File: src/rtl/ctrl_pkg.sv
// Shared types and encodings for the multicycle ARM-subset control unit.
// CTRL_NOWRITE_EN enables the compare-only (CMP) decode in the users of this package.
package ctrl_pkg;

  typedef enum logic [3:0] {
    S_FETCH    = 4'd0,
    S_DECODE   = 4'd1,
    S_MEMADR   = 4'd2,
    S_MEMREAD  = 4'd3,
    S_MEMWB    = 4'd4,
    S_MEMWRITE = 4'd5,
    S_EXECUTER = 4'd6,
    S_EXECUTEI = 4'd7,
    S_ALUWB    = 4'd8,
    S_BRANCH   = 4'd9
  } ctrl_state_t;

  localparam logic [1:0] ALU_ADD = 2'b00;
  localparam logic [1:0] ALU_SUB = 2'b01;
  localparam logic [1:0] ALU_AND = 2'b10;
  localparam logic [1:0] ALU_ORR = 2'b11;

  localparam logic [3:0] CMD_ADD = 4'b0100;
  localparam logic [3:0] CMD_SUB = 4'b0010;
  localparam logic [3:0] CMD_AND = 4'b0000;
  localparam logic [3:0] CMD_ORR = 4'b1100;
  localparam logic [3:0] CMD_CMP = 4'b1010;

  localparam logic [1:0] OP_DP  = 2'b00;
  localparam logic [1:0] OP_MEM = 2'b01;
  localparam logic [1:0] OP_BR  = 2'b10;

  // A compare only updates flags; it is recognised by cmd plus the S bit.
  function automatic logic is_cmp_s(input logic [5:0] funct);
    return (funct[4:1] == CMD_CMP) && funct[0];
  endfunction

endpackage

File: src/rtl/alu_decoder.sv
// Combinational ALU command and flag-write decode for the execute states.
// With CTRL_NOWRITE_EN defined, CMP with S=1 decodes as SUB.
module alu_decoder
  import ctrl_pkg::*;
(
  input  logic       active,
  input  logic [5:0] Funct,
  output logic [1:0] ALUControl,
  output logic [1:0] FlagW
);

  logic unused_i_bit;
  assign unused_i_bit = Funct[5];

  always_comb begin
    ALUControl = ALU_ADD;
    FlagW      = 2'b00;
    if (active) begin
      case (Funct[4:1])
        CMD_ADD: ALUControl = ALU_ADD;
        CMD_SUB: ALUControl = ALU_SUB;
        CMD_AND: ALUControl = ALU_AND;
        CMD_ORR: ALUControl = ALU_ORR;
`ifdef CTRL_NOWRITE_EN
        CMD_CMP: ALUControl = is_cmp_s(Funct) ? ALU_SUB : ALU_ADD;
`endif
        default: ALUControl = ALU_ADD;
      endcase
      // Carry/overflow are only meaningful for arithmetic operations.
      FlagW[1] = Funct[0];
      FlagW[0] = Funct[0] & ((ALUControl == ALU_ADD) || (ALUControl == ALU_SUB));
    end
  end

endmodule

File: src/rtl/mc_controller.sv
// Moore multicycle control unit: fetch/decode/execute/writeback sequencing.
// CTRL_NOWRITE_EN suppresses the ALUWB register write for CMP.
module mc_controller
  import ctrl_pkg::*;
(
  input  logic       clk,
  input  logic       rst,
  input  logic [1:0] Op,
  input  logic [5:0] Funct,
  input  logic [3:0] Rd,
  output logic       PCS,
  output logic       NextPC,
  output logic       RegW,
  output logic       MemW,
  output logic [1:0] FlagW,
  output logic       IRWrite,
  output logic       AdrSrc,
  output logic [1:0] ResultSrc,
  output logic [1:0] ALUSrcA,
  output logic [1:0] ALUSrcB,
  output logic [1:0] ALUControl,
  output logic [1:0] ImmSrc,
  output logic [1:0] RegSrc
);

  ctrl_state_t state_reg;
  ctrl_state_t state_next;
  logic        branch;
  logic        alu_active;
  logic        alu_wb_write;

  always_ff @(posedge clk) begin
    if (rst) state_reg <= S_FETCH;
    else     state_reg <= state_next;
  end

  always_comb begin
    state_next = S_FETCH;
    case (state_reg)
      S_FETCH:  state_next = S_DECODE;
      S_DECODE: begin
        case (Op)
          OP_MEM:  state_next = S_MEMADR;
          OP_DP:   state_next = Funct[5] ? S_EXECUTEI : S_EXECUTER;
          OP_BR:   state_next = S_BRANCH;
          default: state_next = S_FETCH;
        endcase
      end
      S_MEMADR:   state_next = Funct[0] ? S_MEMREAD : S_MEMWRITE;
      S_MEMREAD:  state_next = S_MEMWB;
      S_EXECUTER: state_next = S_ALUWB;
      S_EXECUTEI: state_next = S_ALUWB;
      default:    state_next = S_FETCH;
    endcase
  end

`ifdef CTRL_NOWRITE_EN
  assign alu_wb_write = ~is_cmp_s(Funct);
`else
  assign alu_wb_write = 1'b1;
`endif

  // Reset overrides every output so nothing strobes while the core is held.
  always_comb begin
    NextPC    = 1'b0;
    RegW      = 1'b0;
    MemW      = 1'b0;
    IRWrite   = 1'b0;
    AdrSrc    = 1'b0;
    ResultSrc = 2'b00;
    ALUSrcA   = 2'b00;
    ALUSrcB   = 2'b00;
    branch    = 1'b0;
    alu_active = 1'b0;
    if (!rst) begin
      case (state_reg)
        S_FETCH: begin
          IRWrite   = 1'b1;
          NextPC    = 1'b1;
          ALUSrcA   = 2'b01;
          ALUSrcB   = 2'b10;
          ResultSrc = 2'b10;
        end
        S_DECODE: begin
          ALUSrcA   = 2'b01;
          ALUSrcB   = 2'b10;
          ResultSrc = 2'b10;
        end
        S_MEMADR:  ALUSrcB = 2'b01;
        S_MEMREAD: AdrSrc  = 1'b1;
        S_MEMWB: begin
          ResultSrc = 2'b01;
          RegW      = 1'b1;
        end
        S_MEMWRITE: begin
          AdrSrc = 1'b1;
          MemW   = 1'b1;
        end
        S_EXECUTER: alu_active = 1'b1;
        S_EXECUTEI: begin
          ALUSrcB    = 2'b01;
          alu_active = 1'b1;
        end
        S_ALUWB: RegW = alu_wb_write;
        S_BRANCH: begin
          ALUSrcA   = 2'b10;
          ALUSrcB   = 2'b01;
          ResultSrc = 2'b10;
          branch    = 1'b1;
        end
        default: ;
      endcase
    end
  end

  alu_decoder u_alu_decoder (
    .active     (alu_active),
    .Funct      (Funct),
    .ALUControl (ALUControl),
    .FlagW      (FlagW)
  );

  assign PCS    = branch | (RegW & (Rd == 4'hF));
  assign ImmSrc = rst ? 2'b00 : Op;
  assign RegSrc = rst ? 2'b00 : {(Op == OP_MEM), (Op == OP_BR)};

endmodule
File: config.mk
export PLATFORM = sky130hd
export DESIGN_NAME = mc_controller
export DESIGN_NICKNAME = d
export VERILOG_FILES = /design/src/rtl/ctrl_pkg.sv /design/src/rtl/alu_decoder.sv /design/src/rtl/mc_controller.sv
export SDC_FILE = /design/constraint.sdc
export NUM_CORES = 1
export LEC_CHECK = 0
export BUFFER_PORTS_ARGS = -buffer_cell sky130_fd_sc_hd__buf_2
export CORE_AREA = 2 2 39 41
export CTS_BUF_LIST = sky130_fd_sc_hd__clkbuf_8 sky130_fd_sc_hd__clkbuf_16
export CTS_CLUSTER_SIZE = 10
export DETAILED_ROUTE_END_ITERATION = 6
export DIE_AREA = 0 0 41 43
export PLACE_DENSITY_LB_ADDON = 0.3
export RECOVER_POWER = 50
export SKIP_CTS_REPAIR_TIMING = 1
export SYNTH_ARGS = -nofsm -noshare
export SYNTH_HDL_FRONTEND = slang
export SYNTH_SLANG_ARGS = --single-unit
File: constraint.sdc
create_clock -name clk -period 3.06 [get_ports clk]
set_input_delay 0.612 -clock clk [delete_from_list [all_inputs] [get_ports clk]]
set_output_delay 0.612 -clock clk [all_outputs]
set_load 0.05 [all_outputs]
==> flow_summary.toml, run 1 <==
[grt]
grt_pass1_vias = 449
grt_overflow_total = 0
grt_start_max_net_pins = 17
antenna_found_initial = 0
grt_pass1_wl_um = 1570
grt_usage_pct = 12.5

[synthesis]
syn_inst = 60
yosysWarnings = 0
ys_seq_area_share_pct = 16.9
yosys.area_share.simple_pct = 52.9
async_flop_share_pct = 0
yosysTopAreaCellShare_pct = 16.9
synth_cell_type_count = 31
postSynthRegisterBits = 4
yosysTopAreaCell = "dfxtp_1"
synthAdderAreaFrac_pct = 0
synthTopCellsByArea = "dfxtp_1 (17%), nor2b_1 (7.9%), nor2_1 (6.3%), buf_4 (4.8%), buf_6 (4.8%)"
synth_xor_area_share_pct = 3.70
synth_compound_gate_area_share_pct = 12.7
synth_area_um2 = 473
synth_common_cells = "nor2_1 (8), nor2b_1 (6), dfxtp_1 (4)"
synth_mux_area_share_pct = 2.12
synth_ff_type = "dfxtp_1"
synth.most_common_cell = "nor2_1"
synth_edf_count = 0
synthesis.nets = 74
syn_avg_cell_area_um2 = 7.88
synth_top_family_by_area = "simple AND/OR/NAND/NOR gates"

[critical_path]
crit_type = "input pin to output port"
worstSetupStartpointType = "input pin"
cp.required_ns = 2.45
arrival_ns = 1.82
cp-end-kind = "output port"
path_max_fanout = 11

[pwr]
p_seq_share_pct = 24.6
p_leak_nw = 0.291
switchingPower_mw = 0.104
pwr_density_cell_nw_per_um2 = 431
ir_worst_vdd_uv = 264
intPower_mw = 0.169
clock_power_share_pct = 40.2
p_sw_share_pct = 38.0
pwr-share-comb_pct = 35.3
power.total_mw = 0.273

[placement]
io_buffers = 33
hpwlAfterDp_um = 877
postPlaceCellArea_um2 = 608
globalplace.congestion = 0.716
pre_cts_ws_ns = 0.814

[route]
drc = 0
dr_wl_met3_um = 58
via_count = 511
dr_wl_met2_um = 560
drtPass1Iterations = 4
drt_iter0_drc = 3
wl_met1_um = 473
detail_route.wl_per_cell_um = 10.4
top_layer = "met3"
vias_per_cell = 4.87
totalWireLength_um = 1090
ant_nets = 0

[floorplanning]
die_x_um = 41
coreArea_um2 = 1380
dieArea_um2 = 1760
fp.dieH_um = 43
fp-row-count = 14
start_util_pct = 34.2
design.portCount = 34

[timing]
slew_headroom_pct = 58.3
clock.fmax_ghz = 0.410
skew_ns = 0.00239
drv_slew = 0
min_period_ns = 2.44
setup_viol = 0
worst_slack_ns = 0.624
min_period_over_period_pct = 79.6
hold_viol_final = 0
tns_ns = 0
grt_setup_unrepaired = "false"
tightest_slew_ns = 0.625

[job]
max_cap_violations = 0

[layout]
drive_gt1_share_pct = 39.3
design_area_um2 = 633
diodes = 0
nets = 105
area.growth.synth_to_final_pct = 33.9
largest_reg_flops = 4
finish.utilization_pct = 45.8

[clocking]
cts_tree = "yes"
worstSkewPairLatency_ns = 0.21
root_buffer = "clkbuf_8"
cts_sinks = 4
clockBufferDepth = 2
clk_pin_slew_worst_paths_ns = 0.03
htree_levels = 1
cts_buffers = 3

[hold_path]
hold_path.class = "flip-flop to flip-flop"

[run_status]
status = "finished clean"
[kinds of logic (layout without fill, tap and decap cells)]
family,after synthesis,count (layout)
AOI/OAI and AO/OA,9,9
and+or+nand+nor,37,37
muxes,1,1
DFF,4,4
xor gates and xnor gates,2,2
buffers and inverters,7,36
[cells in the final DEF, fill, tap and decap left out]
cell	Yosys	routed
a21o_1	1	1
or2_1	1	1
or2b_1	1	1
nor3_2	1	2
nand2b_2	1	1
mux2i_1	1	1
nor4_1	1	1
dfxtp_1	4	4
and4b_1	1	1
nor2b_1	6	6
a32oi_1	1	1
nand2_1	2	2
clkbuf_8	0	3
and4_1	1	1
nand3b_1	3	3
o32a_1	1	1
and2_1	1	1
or3_1	0	1
o31a_1	1	1
and2b_2	2	2
and3_1	1	1
nor2_1	8	8
buf_2	2	24
nor3_1	3	2
xnor2_1	2	2
nor4_2	1	1
o21ai_0	2	2
nor2_4	1	1
clkbuf_1	0	9
a21oi_1	3	3
nor4b_2	1	1
[layout make-up]
class | count | area, um^2
Multi-Input combinational cell | 49 | 338
Clock buffer | 3 | 41.3
Tap cell | 16 | 20.0
Sequential cell | 4 | 80.1
Fill cell | 165 | 751
Timing Repair Buffer | 33 | 154
[power groups by stage]
stage                     Combinational, mW  Sequential, mW  Clock (mW)
after detailed placement             0.0986          0.0679           0
after CTS                            0.0987          0.0673       0.112
after global placement               0.0974          0.0680           0
after floorplan                      0.0899          0.0593           0
after global routing                  0.103          0.0683       0.113
final                                0.0961          0.0670       0.109
[metal layers]
metal,track usage (%),up-vias
met5,0,-
met4,8.00,0
met3,1.57,0
met2,22.2,13
met1,12.5,229
li1,-,269
[path summary, 6_finish.rpt]
kind              cells after the start  slack [ns]                 endpoint               startpoint
setup / recovery                      5        0.62             ResultSrc[1]                      rst
hold / removal                        1        0.61  state_reg[3]$_SDFF_PP0_  state_reg[3]$_SDFF_PP0_
setup reg to reg                      3        1.80  state_reg[3]$_SDFF_PP0_  state_reg[1]$_SDFF_PP0_
hold reg to reg                       1        0.61  state_reg[3]$_SDFF_PP0_  state_reg[3]$_SDFF_PP0_
[critical path, stage by stage]
cell      delay (ns)
clkbuf_1        0.39
or3_1           0.33
nor2_4          0.05
or2_1           0.23
buf_2           0.21
[per-stage QoR]
step	cells	hold slack [ns]
finish	105	0.610
global route	105	0.643
floorplan	60	0.512
CTS	105	0.615
global placement	102	0.601
detailed placement	102	0.611
(Power assumes the default switching activity.)
==> run 2: changes to the inputs <==
clock period = 2.6 ns   (was 3.06 ns; I/O delays follow)
==> flow_summary.toml, run 2 (synthesis gave the netlist of run 1 again) <==
[run_status]
status = "finished clean"

[floorplanning]
fp.dieH_um = 43
dieArea_um2 = 1760
coreArea_um2 = 1380
die_x_um = 41
design.portCount = 34
start_util_pct = 34.2
fp-row-count = 14

[placement]
pre_cts_ws_ns = 0.534
hpwlAfterDp_um = 910
io_buffers = 33
globalplace.congestion = 0.801

[route]
via_count = 526
vias_per_cell = 5.01
drtPass1Iterations = 3
totalWireLength_um = 1150
detail_route.wl_per_cell_um = 10.9
ant_nets = 0
drt_iter0_drc = 7
drc = 0

[clocking]
cts_sinks = 4
clk_pin_slew_worst_paths_ns = 0.03
htree_levels = 1
worstSkewPairLatency_ns = 0.22
clockBufferDepth = 2
cts_buffers = 3
cts_tree = "yes"
root_buffer = "clkbuf_8"

[timing]
hold_viol_final = 0
tightest_slew_ns = 0.703
setup_viol = 0
slew_headroom_pct = 53.1
min_period_over_period_pct = 85.6
drv_slew = 0
skew_ns = 0.00267
hold_ws_ns = 0.605
min_period_ns = 2.23
worst_slack_ns = 0.373
tns_ns = 0
grt_setup_unrepaired = "false"
clock.fmax_ghz = 0.449

[pwr]
switchingPower_mw = 0.125
p_sw_share_pct = 38.4
pwr-share-comb_pct = 35.6
clock_power_share_pct = 39.5
pwr_density_cell_nw_per_um2 = 493
intPower_mw = 0.200
p_seq_share_pct = 24.9
ir_worst_vdd_uv = 481
p_leak_nw = 0.299

[job]
max_cap_violations = 0

[critical_path]
cp_slowest_cell = "dfxtp_1"
r2r_cells = 3
critical_path.cell_chain = "nand2b_2 -> o32a_1 -> nor2_1 -> buf_2"
path_max_fanout = 16
cp.required_ns = 2.08
path_buf_inv = 1
crit_start = "state_reg[1]$_SDFF_PP0_"
rr_startpoint = "state_reg[1]$_SDFF_PP0_"
arrival_ns = 1.71
crit_end = "ALUSrcB[0]"
cp_top_family = "flip-flops"
rr_endpoint = "state_reg[3]$_SDFF_PP0_"
worstSetupStartpointType = "flip-flop"
path_depth = 4
slowest_delay_ns = 0.76
crit_type = "flip-flop to output port"
cp-end-kind = "output port"
rrSetupSlack_ns = 1.28

[layout]
diodes = 0
area.growth.synth_to_final_pct = 39.4
multiInputGateArea_um2 = 363
regArea_um2 = 80.1
largest_reg_flops = 4
nets = 105
final_common_cell = "buf_2"
drive_gt1_share_pct = 44.9
finish.utilization_pct = 47.6
mostFrequentLayoutCells = "buf_2 (25), nor2_1 (8), clkbuf_1 (8), nor2b_1 (4), dfxtp_1 (4)"
fillerInstances = 159

[grt]
antenna_found_initial = 0
grt_overflow_total = 0
grt_pass1_vias = 428
grt_pass1_wl_um = 1680
grt_usage_pct = 13.8
grt_start_max_net_pins = 17

[hold_path]
hold_path.class = "input pin to flip-flop"
min_path_cells = 3
==> run 2: cell count changes in the layout (fill, tap and decap cells not counted) <==
cell	delta
nor2b_2	+2
nor2b_1	-2
or3_4	+1
clkbuf_1	-1
nor4_4	+1
nor4_1	-1
or3_1	-1
buf_2	+1
==> run 2: worst min path at each step <==
| stage | end | slack, ns | from |
|---|---|---|---|
| CTS | state_reg[1]$_SDFF_PP0_ | 0.60 | Funct[0] |
| finish | state_reg[1]$_SDFF_PP0_ | 0.60 | Funct[0] |
| detailed placement | state_reg[3]$_SDFF_PP0_ | 0.62 | state_reg[3]$_SDFF_PP0_ |
| global route | state_reg[1]$_SDFF_PP0_ | 0.61 | Funct[0] |
| global placement | state_reg[3]$_SDFF_PP0_ | 0.61 | state_reg[3]$_SDFF_PP0_ |
| floorplan | state_reg[3]$_SDFF_PP0_ | 0.51 | state_reg[3]$_SDFF_PP0_ |
==> run 2: power by group through the flow <==
stage          sequential [mW]  combinational (mW)  clock [mW]
2_1_floorplan           0.0701               0.108           0
3_3_place_gp            0.0812               0.117           0
3_5_place_dp            0.0814               0.119           0
4_1_cts                 0.0807               0.119       0.134
5_1_grt                 0.0823               0.123       0.139
6_report                0.0809               0.116       0.129
==> run 2: final cells by class <==
cell class / instances / share of cell area (%)
multi-input cells: 49 / 55.0
repair buffers: 33 / 23.5
flip-flops and latches: 4 / 12.1
clock buffers: 3 / 6.26
well taps: 16 / 3.04
==> run 2: through the flow <==
step | instance area [um^2] | power [mW] | cells
after global routing | 659 | 0.345 | 105
final | 659 | 0.325 | 105
after global placement | 628 | 0.198 | 102
after CTS | 669 | 0.333 | 105
after detailed placement | 628 | 0.200 | 102
after floorplan | 498 | 0.178 | 60
==> run 2: tightest hold or removal path, delay by kind of cell <==
family | cells | cell delay (ns)
AO/OA/AOI/OAI | 1 | 0.06
AND/OR/NAND/NOR | 1 | 0.08
buffers and inverters | 1 | 0.11
==> run 2: layer usage <==
metal,vias to the layer above,routed length (um),GRT usage (%)
li1,266,-,-
met1,236,479,16.9
met2,24,566,20.9
met3,0,99,6.28
met4,0,0,4.00
met5,-,0,0
==> run 3: changes to the inputs <==
BUFFER_PORTS_ARGS = -buffer_cell sky130_fd_sc_hd__clkbuf_2   (was -buffer_cell sky130_fd_sc_hd__buf_2)
==> flow_summary.toml, run 3 (synthesis gave the netlist of run 1 again) <==
[critical_path]
critical_path.cell_chain = "nand2b_2 -> o32a_1 -> nor2_1 -> clkbuf_2"
cp_top_family = "flip-flops"
cp.required_ns = 2.08
cp-end-kind = "output port"
crit_start = "state_reg[1]$_SDFF_PP0_"
rr_startpoint = "state_reg[1]$_SDFF_PP0_"
path_buf_inv = 1
crit_type = "flip-flop to output port"
slowest_delay_ns = 0.75
cp_slowest_cell = "dfxtp_1"
worstSetupStartpointType = "flip-flop"
path_max_fanout = 16
arrival_ns = 1.72

[timing]
clock.fmax_ghz = 0.446
tightest_slew_ns = 0.684
tns_ns = 0
skew_ns = 0.00119
setup_viol = 0
drv_slew = 0
hold_viol_final = 0
min_period_over_period_pct = 86.1
slew_headroom_pct = 54.3
grt_setup_unrepaired = "false"
hold_ws_ns = 0.600
min_period_ns = 2.24

[floorplanning]
die_x_um = 41
dieArea_um2 = 1760
fp.dieH_um = 43
coreArea_um2 = 1380
design.portCount = 34
start_util_pct = 34.2
fp-row-count = 14

[run_status]
status = "finished clean"

[layout]
finish.utilization_pct = 47.6
nets = 105
fillerInstances = 162
largest_reg_flops = 4
drive_gt1_share_pct = 44.9
area.growth.synth_to_final_pct = 39.4
multiInputGateArea_um2 = 363
diodes = 0
final_common_cell = "clkbuf_2"
mostFrequentLayoutCells = "clkbuf_2 (25), nor2_1 (8), clkbuf_1 (8), nor2b_1 (4), dfxtp_1 (4)"
regArea_um2 = 80.1

[grt]
grt_start_max_net_pins = 17
grt_pass1_vias = 480
grt_pass1_wl_um = 1970
grt_overflow_total = 0
grt_usage_pct = 16.0
antenna_found_initial = 0

[clocking]
cts_tree = "yes"
cts_sinks = 4
clockBufferDepth = 2
cts_buffers = 3
htree_levels = 1
clk_pin_slew_worst_paths_ns = 0.03
worstSkewPairLatency_ns = 0.21
root_buffer = "clkbuf_8"

[hold_path]
hold_path.class = "input pin to flip-flop"
min_from = "Funct[0]"

[route]
via_count = 530
detail_route.wl_per_cell_um = 10.6
drt_iter0_drc = 3
ant_nets = 0
totalWireLength_um = 1110
drtPass1Iterations = 4
vias_per_cell = 5.05
drc = 0

[job]
max_cap_violations = 0

[pwr]
ir_worst_vdd_uv = 270
power.total_mw = 0.324
p_leak_nw = 0.293
pwr_density_cell_nw_per_um2 = 492

[placement]
io_buffers = 33
globalplace.congestion = 0.799
hpwlAfterDp_um = 900
==> run 3: tightest hold or removal path, cell delays in order <==
cell and delay, ns:
clkbuf_2 0.09, or2b_1 0.09, a21oi_1 0.05
==> run 3: area by class of cell <==
type | instances | area share [%]
timing repair buffer | 33 | 23.5
tap | 16 | 3.04
clock buffer | 3 | 6.26
sequential | 4 | 12.1
multi-input combinational | 49 | 55.0
==> run 3: layer usage <==
| layer | vias up | wire (um) | part of all wire [%] | track usage, % |
|---|---|---|---|---|
| met5 | - | 0 | 0 | 0 |
| met4 | 0 | 0 | 0 | 6.00 |
| met1 | 237 | 463 | 42 | 21.1 |
| met2 | 24 | 550 | 49 | 23.8 |
| met3 | 0 | 100 | 9.0 | 4.71 |
| li1 | 269 | - | - | - |
==> run 3: worst paths after layout <==
check,to,slack [ns],cells past startpoint
hold / removal,state_reg[2]$_SDFF_PP0_,0.60,3
setup reg to reg,state_reg[3]$_SDFF_PP0_,1.29,3
hold reg to reg,state_reg[3]$_SDFF_PP0_,0.63,1
setup / recovery,ALUSrcB[0],0.36,4
==> run 3: stage by stage <==
step | cell area, um^2 | std cells | setup WS, ns
floorplan | 498 | 60 | 0.0407
global placement | 628 | 102 | 0.493
detailed placement | 628 | 102 | 0.460
CTS | 669 | 105 | 0.358
global route | 659 | 105 | 0.239
finish | 659 | 105 | 0.360
==> run 3: power by group <==
group,switching [mW],total [mW],leakage (nW),internal [mW]
registers,0.0146,0.0806,0.0328,0.0661
logic,0.0807,0.116,0.238,0.0355
clock network,0.0289,0.127,0.0216,0.0984
